`src/rtl/message_arbiter.sv`:
```
// Three-source round-robin message arbiter with a single registered output slot.
// Optional per-source grant counters are built only when MESSAGE_ARBITER_STATS_EN is defined.
module message_arbiter #(
   parameter int unsigned DW = 256
) (
   input  logic          clk,
   input  logic          resetn,
   input  logic [DW-1:0] AXIS_IN0_TDATA,
   input  logic          AXIS_IN0_TVALID,
   output logic          AXIS_IN0_TREADY,
   input  logic [DW-1:0] AXIS_IN1_TDATA,
   input  logic          AXIS_IN1_TVALID,
   output logic          AXIS_IN1_TREADY,
   input  logic [DW-1:0] AXIS_IN2_TDATA,
   input  logic          AXIS_IN2_TVALID,
   output logic          AXIS_IN2_TREADY,
   output logic [DW-1:0] AXIS_OUT_TDATA,
   output logic          AXIS_OUT_TVALID,
   input  logic          AXIS_OUT_TREADY,
   output logic [31:0]   GRANT_COUNT0,
   output logic [31:0]   GRANT_COUNT1,
   output logic [31:0]   GRANT_COUNT2
);

   logic [1:0]    last;
   logic [1:0]    grant;
   logic [1:0]    c0, c1, c2;
   logic [2:0]    in_valid;
   logic          any_valid;
   logic          slot_free;
   logic          accept;
   logic [DW-1:0] grant_data;

   function automatic logic [1:0] succ(input logic [1:0] i);
      return (i >= 2'd2) ? 2'd0 : i + 2'd1;
   endfunction

   assign in_valid  = {AXIS_IN2_TVALID, AXIS_IN1_TVALID, AXIS_IN0_TVALID};
   assign slot_free = ~AXIS_OUT_TVALID | AXIS_OUT_TREADY;

   // Search order is last+1, last+2, last+3 (mod 3); first valid source wins.
   always_comb begin
      c0        = succ(last);
      c1        = succ(c0);
      c2        = succ(c1);
      grant     = c0;
      any_valid = 1'b0;
      if (in_valid[c0]) begin
         grant     = c0;
         any_valid = 1'b1;
      end else if (in_valid[c1]) begin
         grant     = c1;
         any_valid = 1'b1;
      end else if (in_valid[c2]) begin
         grant     = c2;
         any_valid = 1'b1;
      end
   end

   always_comb begin
      case (grant)
         2'd0:    grant_data = AXIS_IN0_TDATA;
         2'd1:    grant_data = AXIS_IN1_TDATA;
         default: grant_data = AXIS_IN2_TDATA;
      endcase
   end

   // Reset gates the ready path so no beat is accepted while held in reset.
   assign accept          = resetn & slot_free & any_valid;
   assign AXIS_IN0_TREADY = accept & (grant == 2'd0);
   assign AXIS_IN1_TREADY = accept & (grant == 2'd1);
   assign AXIS_IN2_TREADY = accept & (grant == 2'd2);

   always_ff @(posedge clk or negedge resetn) begin
      if (!resetn) begin
         last            <= 2'd2;
         AXIS_OUT_TVALID <= 1'b0;
         AXIS_OUT_TDATA  <= '0;
      end else begin
         if (accept) begin
            last            <= grant;
            AXIS_OUT_TDATA  <= grant_data;
            AXIS_OUT_TVALID <= 1'b1;
         end else if (AXIS_OUT_TREADY) begin
            AXIS_OUT_TVALID <= 1'b0;
         end
      end
   end

`ifdef MESSAGE_ARBITER_STATS_EN
   always_ff @(posedge clk or negedge resetn) begin
      if (!resetn) begin
         GRANT_COUNT0 <= '0;
         GRANT_COUNT1 <= '0;
         GRANT_COUNT2 <= '0;
      end else begin
         if (AXIS_IN0_TREADY) GRANT_COUNT0 <= GRANT_COUNT0 + 32'd1;
         if (AXIS_IN1_TREADY) GRANT_COUNT1 <= GRANT_COUNT1 + 32'd1;
         if (AXIS_IN2_TREADY) GRANT_COUNT2 <= GRANT_COUNT2 + 32'd1;
      end
   end
`else
   assign GRANT_COUNT0 = '0;
   assign GRANT_COUNT1 = '0;
   assign GRANT_COUNT2 = '0;
`endif

endmodule

```
`config.mk`:
```
export PLATFORM = sky130hd
export DESIGN_NAME = message_arbiter
export DESIGN_NICKNAME = d
export VERILOG_FILES = /design/src/rtl/message_arbiter.sv
export SDC_FILE = /design/constraint.sdc
export NUM_CORES = 1
export LEC_CHECK = 0
export CAP_MARGIN = 5
export CORE_AREA = 2 2 437 439
export DETAILED_ROUTE_END_ITERATION = 12
export DIE_AREA = 0 0 439 441
export RECOVER_POWER = 100
export SLEW_MARGIN = 5
export SYNTH_ARGS = -nofsm -noshare
export SYNTH_HDL_FRONTEND = slang
export SYNTH_SLANG_ARGS = --single-unit
```
`constraint.sdc`:
```
create_clock -name clk -period 2.1 [get_ports clk]
set_input_delay 0.21 -clock clk [delete_from_list [all_inputs] [get_ports clk]]
set_output_delay 0.21 -clock clk [all_outputs]
set_load 0.05 [all_outputs]
```
== After elaboration in Yosys (flattened, before gate mapping) ==
Cells that the tools add are included.
Storage, ports and cells
  word-level logic and storage cells: 41
  output and inout bits: 356
  register bits: 259
  input bits: 774
Cells by class
  bitwise operators: 7
  magnitude comparators: 6
  equality and inequality tests: 2
  multiplexer cells: 18
  reductions and logical operators: 2
  $add $sub $neg: 3
Operators by type and width (number)
  $pmux 256 s2: 1
  $mux 2: 6
  $lt 2x3->1 const B: 3
  $mux 1: 8
  $add 2x1->2 const B: 3
  $bmux 1 s2: 3
  $ge 2x2->1 const B: 3
  $and 1x1->1: 5
  $eq 2x1->1 const B: 1
  $eq 2x2->1 const B: 1
  $logic_not 2->1: 1
  $reduce_bool 2->1: 1
  $not 1->1: 1
  $or 1x1->1: 1

== Longest topological paths before layout ==
  depth after elaboration: 13
  gate-level depth with buffers: 9
  mapped depth without buffers: 4

== Worst setup path after synthesis ==
Ideal clock, no wire load.
  kind: reg-to-reg
  from: register AXIS_OUT_TVALID
  to: register AXIS_OUT_TDATA[174]
  data arrival time: 2.395 ns
  cell stages (with the launch flop): 8
  slack: -0.364 ns
  cell sequence: dfrtp_1 nand2b_1 clkbuf_1 nand2_2 buf_2 buf_2 nor2_1 a221o_1
On the way
  cells in the longest elaborated chain, start to end: 4
RTL lines
  start, declared: RTL line 18  | output logic AXIS_OUT_TVALID,
  start signal, assigned: RTL line 77  | AXIS_OUT_TVALID <= 1'b0;
  start signal, assigned: RTL line 83  | AXIS_OUT_TVALID <= 1'b1;
  start signal, assigned: RTL line 85  | AXIS_OUT_TVALID <= 1'b0;
  $not 1->1: RTL line 39  | assign slot_free = ~AXIS_OUT_TVALID | AXIS_OUT_TREADY;
  $or 1x1->1: RTL line 39
  $and 1x1->1 (2 in series): RTL line 69  | assign accept = resetn & slot_free & any_valid;
  end signal, assigned: RTL line 82  | AXIS_OUT_TDATA <= grant_data;
  end, declared: RTL line 17  | output logic [DW-1:0] AXIS_OUT_TDATA,
Every way passes these cells.
A chain may end at the register's enable or synchronous reset.

== Final worst setup path ==
  from: register last[1]
  to: output port AXIS_IN2_TREADY
On the way
  cells in the longest elaborated chain, start to end: 13
RTL lines
  start, declared: RTL line 25  | logic [1:0] last;
  start signal, assigned: RTL line 81  | last <= grant;
  $add 2x1->2 / $ge 2x2->1 (equally long branches): RTL line 35  | return (i >= 2'd2) ? 2'd0 : i + 2'd1;
  $mux 2 *: RTL line 35
  $add 2x1->2 / $ge 2x2->1 (equally long branches): RTL line 35
  $mux 2: RTL line 35
  $add 2x1->2 / $ge 2x2->1 (equally long branches): RTL line 35
  $mux 2: RTL line 35
  $bmux 1 s2: RTL line 54  | end else if (in_valid[c2]) begin
  $mux 1 (implied by the code): RTL line 54
  $mux 2 / $mux 1 (equally long branches): RTL line 54
  $mux 2 / $mux 1 (equally long branches): RTL line 51  | end else if (in_valid[c1]) begin
  $mux 2 / $mux 1 (equally long branches): RTL line 48  | if (in_valid[c0]) begin
  $eq 2x2->1 / $and 1x1->1 (equally long branches): RTL line 72, 69
  $and 1x1->1 *: RTL line 72  | assign AXIS_IN2_TREADY = accept & (grant == 2'd2);
  end, declared: RTL line 16  | output logic AXIS_IN2_TREADY,
Every way passes the cells marked *; elsewhere a longest branch is shown, timed or not. The select of a mux whose other input is x is not followed.

==> summary.txt <==
CTS
  – Clock transition time at the flip-flop clock pins of the worst setup and hold paths: about 0.06 ns
  – Root buffer selected by CTS: sky130_fd_sc_hd__clkbuf_16
  – TritonCTS Buffers: 38
  – Max Buffers Root-to-Sink: 3
  – Clk sink count: around 260
  – Latest clock arrival within the worst-skew pair: 0.63 ns
  – Clock tree from TritonCTS: yes
  – CTS HTree Levels: 2

STA
  – Maximum frequency from static timing analysis: 409 MHz
  – Final min period: roughly 2.4 ns
  – Total negative slack: -6.31 ns
  – Final Max Slew Viols: 78
  – Worst Slack Setup Final: -0.345 ns
  – Largest clock skew in the final design: approximately 0.03 ns
  – Hold violation total from the final report: 0
  – Final setup fails: 112
  – Worst Hold Slack: ~0.19 ns
  – Measured slew at the worst slew-check pin: between 1.5 and 2 ns
  – Final critical-path share of the clock period: 116%
  – Worst slew slack as a fraction of its limit: -1.95%
  – RSZ-0062 raised after global routing: true

Synth
  – Post-synthesis instance area: 14500 sq um
  – Share of synthesized flip-flops with an asynchronous set or reset: 100%
  – Cell types with the highest counts after synthesis: sky130_fd_sc_hd__dfrtp_1 (258), sky130_fd_sc_hd__nand3_1 (256), sky130_fd_sc_hd__a221o_1 (134), sky130_fd_sc_hd__o2bb2ai_1 (134)
  – Most instantiated library cell after synthesis: sky130_fd_sc_hd__dfrtp_1
  – Area fraction of the dominant cell type after synthesis: 44.4%
  – Main flop type after synthesis: sky130_fd_sc_hd__dfrtp_1
  – Number of synthesized flops with an enable pin: 0
  – Number of synthesized register bits: ~260
  – Part of the Yosys area used for sequential elements: roughly 45%
  – Synth warn: 0
  – Gate count after technology mapping: 1456
  – Cell type with the highest aggregate area in the netlist: sky130_fd_sc_hd__dfrtp_1
  – Avg Synthesized Cell Area: approximately 10 sq um
  – Yosys cell types: 30
  – Synth top area cells: sky130_fd_sc_hd__dfrtp_1 (44%), sky130_fd_sc_hd__a221o_1 (9.2%), sky130_fd_sc_hd__nand3_1 (8.8%), sky130_fd_sc_hd__o2bb2ai_1 (8.1%), sky130_fd_sc_hd__a2bb2oi_1 (7.3%)

Routing
  – Total wire length: about 140000 microns
  – WL/cell: 28.0 microns
  – Vias: around 18k
  – Antenna Violating Nets Remaining: 0
  – Via-per-instance ratio: roughly 3.6
  – Highest metal layer with signal wires: met5
  – Drt first-iter violations: 1413
  – Routed length on met2: approximately 70000 microns
  – Post-route DRC violation count: 0
  – First drt pass iteration count: 5
  – Met1 layer wirelength in the final routing: roughly 49000 microns
  – Routed wire length on met3: approximately 18000 microns

Global routing
  – Largest net degree at the start of global routing: 120
  – Total Routing Usage GR: 14.0%
  – Wire length of the first global-routing pass: approximately 180000 microns
  – Antenna violations before repair: 70
  – Global-route congestion overflow total: 0
  – Vias in the first global route: 18.3k

Power and ir drop
  – Power density relative to cell area: about 1100 nW/um^2
  – Standby leakage power: 11.6 nW
  – Clock power frac: between 10% and 20%
  – Net switching fraction of the power: 50.4%
  – Maximum VDD drop: between 0.0005 and 0.0006 V
  – Int Power: between 0.015 and 0.02 W
  – Logic gate share of total power: a little under three fifths
  – Final Total Pwr: 0.0333 W
  – Power dissipated by switching net loads: approximately 0.017 W
  – Flop pwr share: a little under a quarter

Floorplanning
  – Die Ht: between 400 and 500 microns
  – Total Die Area: between 150000 and 200000 sq um
  – Number of placed I/O pins: about 1.1k
  – Core Box Area: about 190000 sq um
  – Count of standard-cell rows: 160
  – Horizontal extent of the die: ~440 microns
  – Initial cell density of the core: ~7.7%

Cells and area
  – Combined area of the multi-input logic cells: 7310 sq um
  – Area growth from synthesis to layout: 112%
  – Layout Nets: 3353
  – Filler instances: approximately 21k
  – Fraction of final layout cells sized beyond drive strength 1: 18.5%
  – Core utilization of the finished layout: between 10% and 20%
  – Register Area: between 6000 and 7000 sq um

Worst setup path
  – Startpoint class of the critical path: register
  – Start-to-end type of the worst setup path: register to output pin
  – Worst path max stage delay: ~0.63 ns
  – Cell with the most instances on the worst path: sky130_fd_sc_hd__buf_12
  – CP required: 1.89 ns
  – Buffers plus inverters on the worst setup path: 4
  – CP Cell Sequence: nor3b_2 > a311oi_4 > buf_6 > nor2_4 > buf_12 > buf_12 > buf_12
  – Crit path capture type: output pin
  – Standard cell with the maximum stage delay on the critical path: sky130_fd_sc_hd__dfstp_2
  – Cell type group with the largest total delay on the critical path: flip-flops
  – CP arrival: approximately 2.2 ns
  – Critical-path maximum fanout: 4

Place
  – # port buffers: between 1k and 1.5k
  – Routability Congestion: between 0.9 and 1
  – HPWL after detailed placement: approximately 120000 microns

Hold path
  – Path class of the lowest-slack min-delay path: input pin to register

Job
  – Number of max-cap violations: 1

Outcome
  – Outcome: finished with violations
  – Failing checks: max-capacitance violations, max-slew violations, negative setup slack
layout by cell type (no fill, tap or decap), types with 18 or more instances in the layout:
cell type                         instances
sky130_fd_sc_hd__clkdlybuf4s50_1        860
sky130_fd_sc_hd__dfrtp_1                257
sky130_fd_sc_hd__nand3_1                256
sky130_fd_sc_hd__a221o_1                134
sky130_fd_sc_hd__o2bb2ai_1              134
sky130_fd_sc_hd__buf_4                  122
sky130_fd_sc_hd__a2bb2oi_1              118
sky130_fd_sc_hd__clkbuf_2               112
sky130_fd_sc_hd__conb_1                  96
sky130_fd_sc_hd__a22oi_1                 86
sky130_fd_sc_hd__clkbuf_1                63
sky130_fd_sc_hd__buf_12                  62
sky130_fd_sc_hd__o21ai_0                 59
sky130_fd_sc_hd__o21ai_1                 49
sky130_fd_sc_hd__clkbuf_16               43
sky130_fd_sc_hd__a22oi_2                 36
sky130_fd_sc_hd__diode_2                 27
sky130_fd_sc_hd__buf_6                   23
sky130_fd_sc_hd__buf_16                  18
metrics by stage:
| step | cell area [sq um] | instances | worst slack [ns] |
|---|---|---|---|
| detailed placement | 28700 | 5002 | -0.740 |
| CTS | 30900 | 5114 | -0.521 |
| finish | 30800 | 5144 | -0.345 |
| floorplan | 14900 | 1551 | 0.129 |
| global placement | 28700 | 5002 | -0.787 |
| global route | 30800 | 5135 | -0.460 |
per-layer routing:
layer	GRT usage (%)	up-vias
met2	23.5	1071
met5	0	-
met1	14.8	9206
li1	-	7915
met4	6.05	36
met3	6.90	208
cells by family (layout without fill, tap and decap cells):
| group | count (synthesis) | count (layout) | synth area share [%] |
|---|---|---|---|
| AO/OA/AOI/OAI | 646 | 646 | 35.8 |
| buffers and inverters | 281 | 1336 | 10.2 |
| flip-flops | 259 | 259 | 44.6 |
| other | 1 | 123 | 0.0258 |
| AND/OR/NAND/NOR | 269 | 269 | 9.33 |
flip-flops by register name, indices dropped and copies added (netlist names):
register / cells
AXIS_OUT_TVALID: 1
last: 2
AXIS_OUT_TDATA: 256
area by class of cell:
cell class	count	share of cell area (%)
Timing Repair Buffer	1268	40.7
Multi-Input combinational cell	1011	23.8
Sequential cell	259	21.1
Tap cell	2511	10.2
Clock buffer	53	3.57
Clock inverter	14	0.459
Antenna cell	27	0.220
Inverter	1	0.0122
final timing paths:
check                                         start                  end  slack (ns)  cells after the start
worst min register to register   AXIS_OUT_TDATA[59]   AXIS_OUT_TDATA[59]        0.49                      2
max in group asynchronous                    resetn   AXIS_OUT_TDATA[80]        0.10                      3
worst max-delay path                        last[1]      AXIS_IN2_TREADY       -0.34                      7
worst min-delay path            AXIS_IN2_TDATA[119]  AXIS_OUT_TDATA[119]        0.19                      2
min in group asynchronous                    resetn   AXIS_OUT_TDATA[12]        0.67                      3
worst max register to register              last[1]   AXIS_OUT_TDATA[72]       -0.10                      8
what timing repair did:
action                     CTS  global route
gates resized for setup    101           133
hold buffers                 1             0
setup buffers               30            24
hold endpoints to repair   140             0
setup endpoints to repair  262           267
pin swaps                   36            37
cloned                      19             6
power by group through the flow:
stage	Sequential, W	Combinational, W	Clock, W
2_1_floorplan	0.0128	0.00418	0
3_3_place_gp	0.00772	0.0190	0
3_5_place_dp	0.00775	0.0191	0
4_1_cts	0.00771	0.0198	0.00683
5_1_grt	0.00787	0.0199	0.00699
6_report	0.00771	0.0190	0.00658
(Power assumes the default switching activity.)
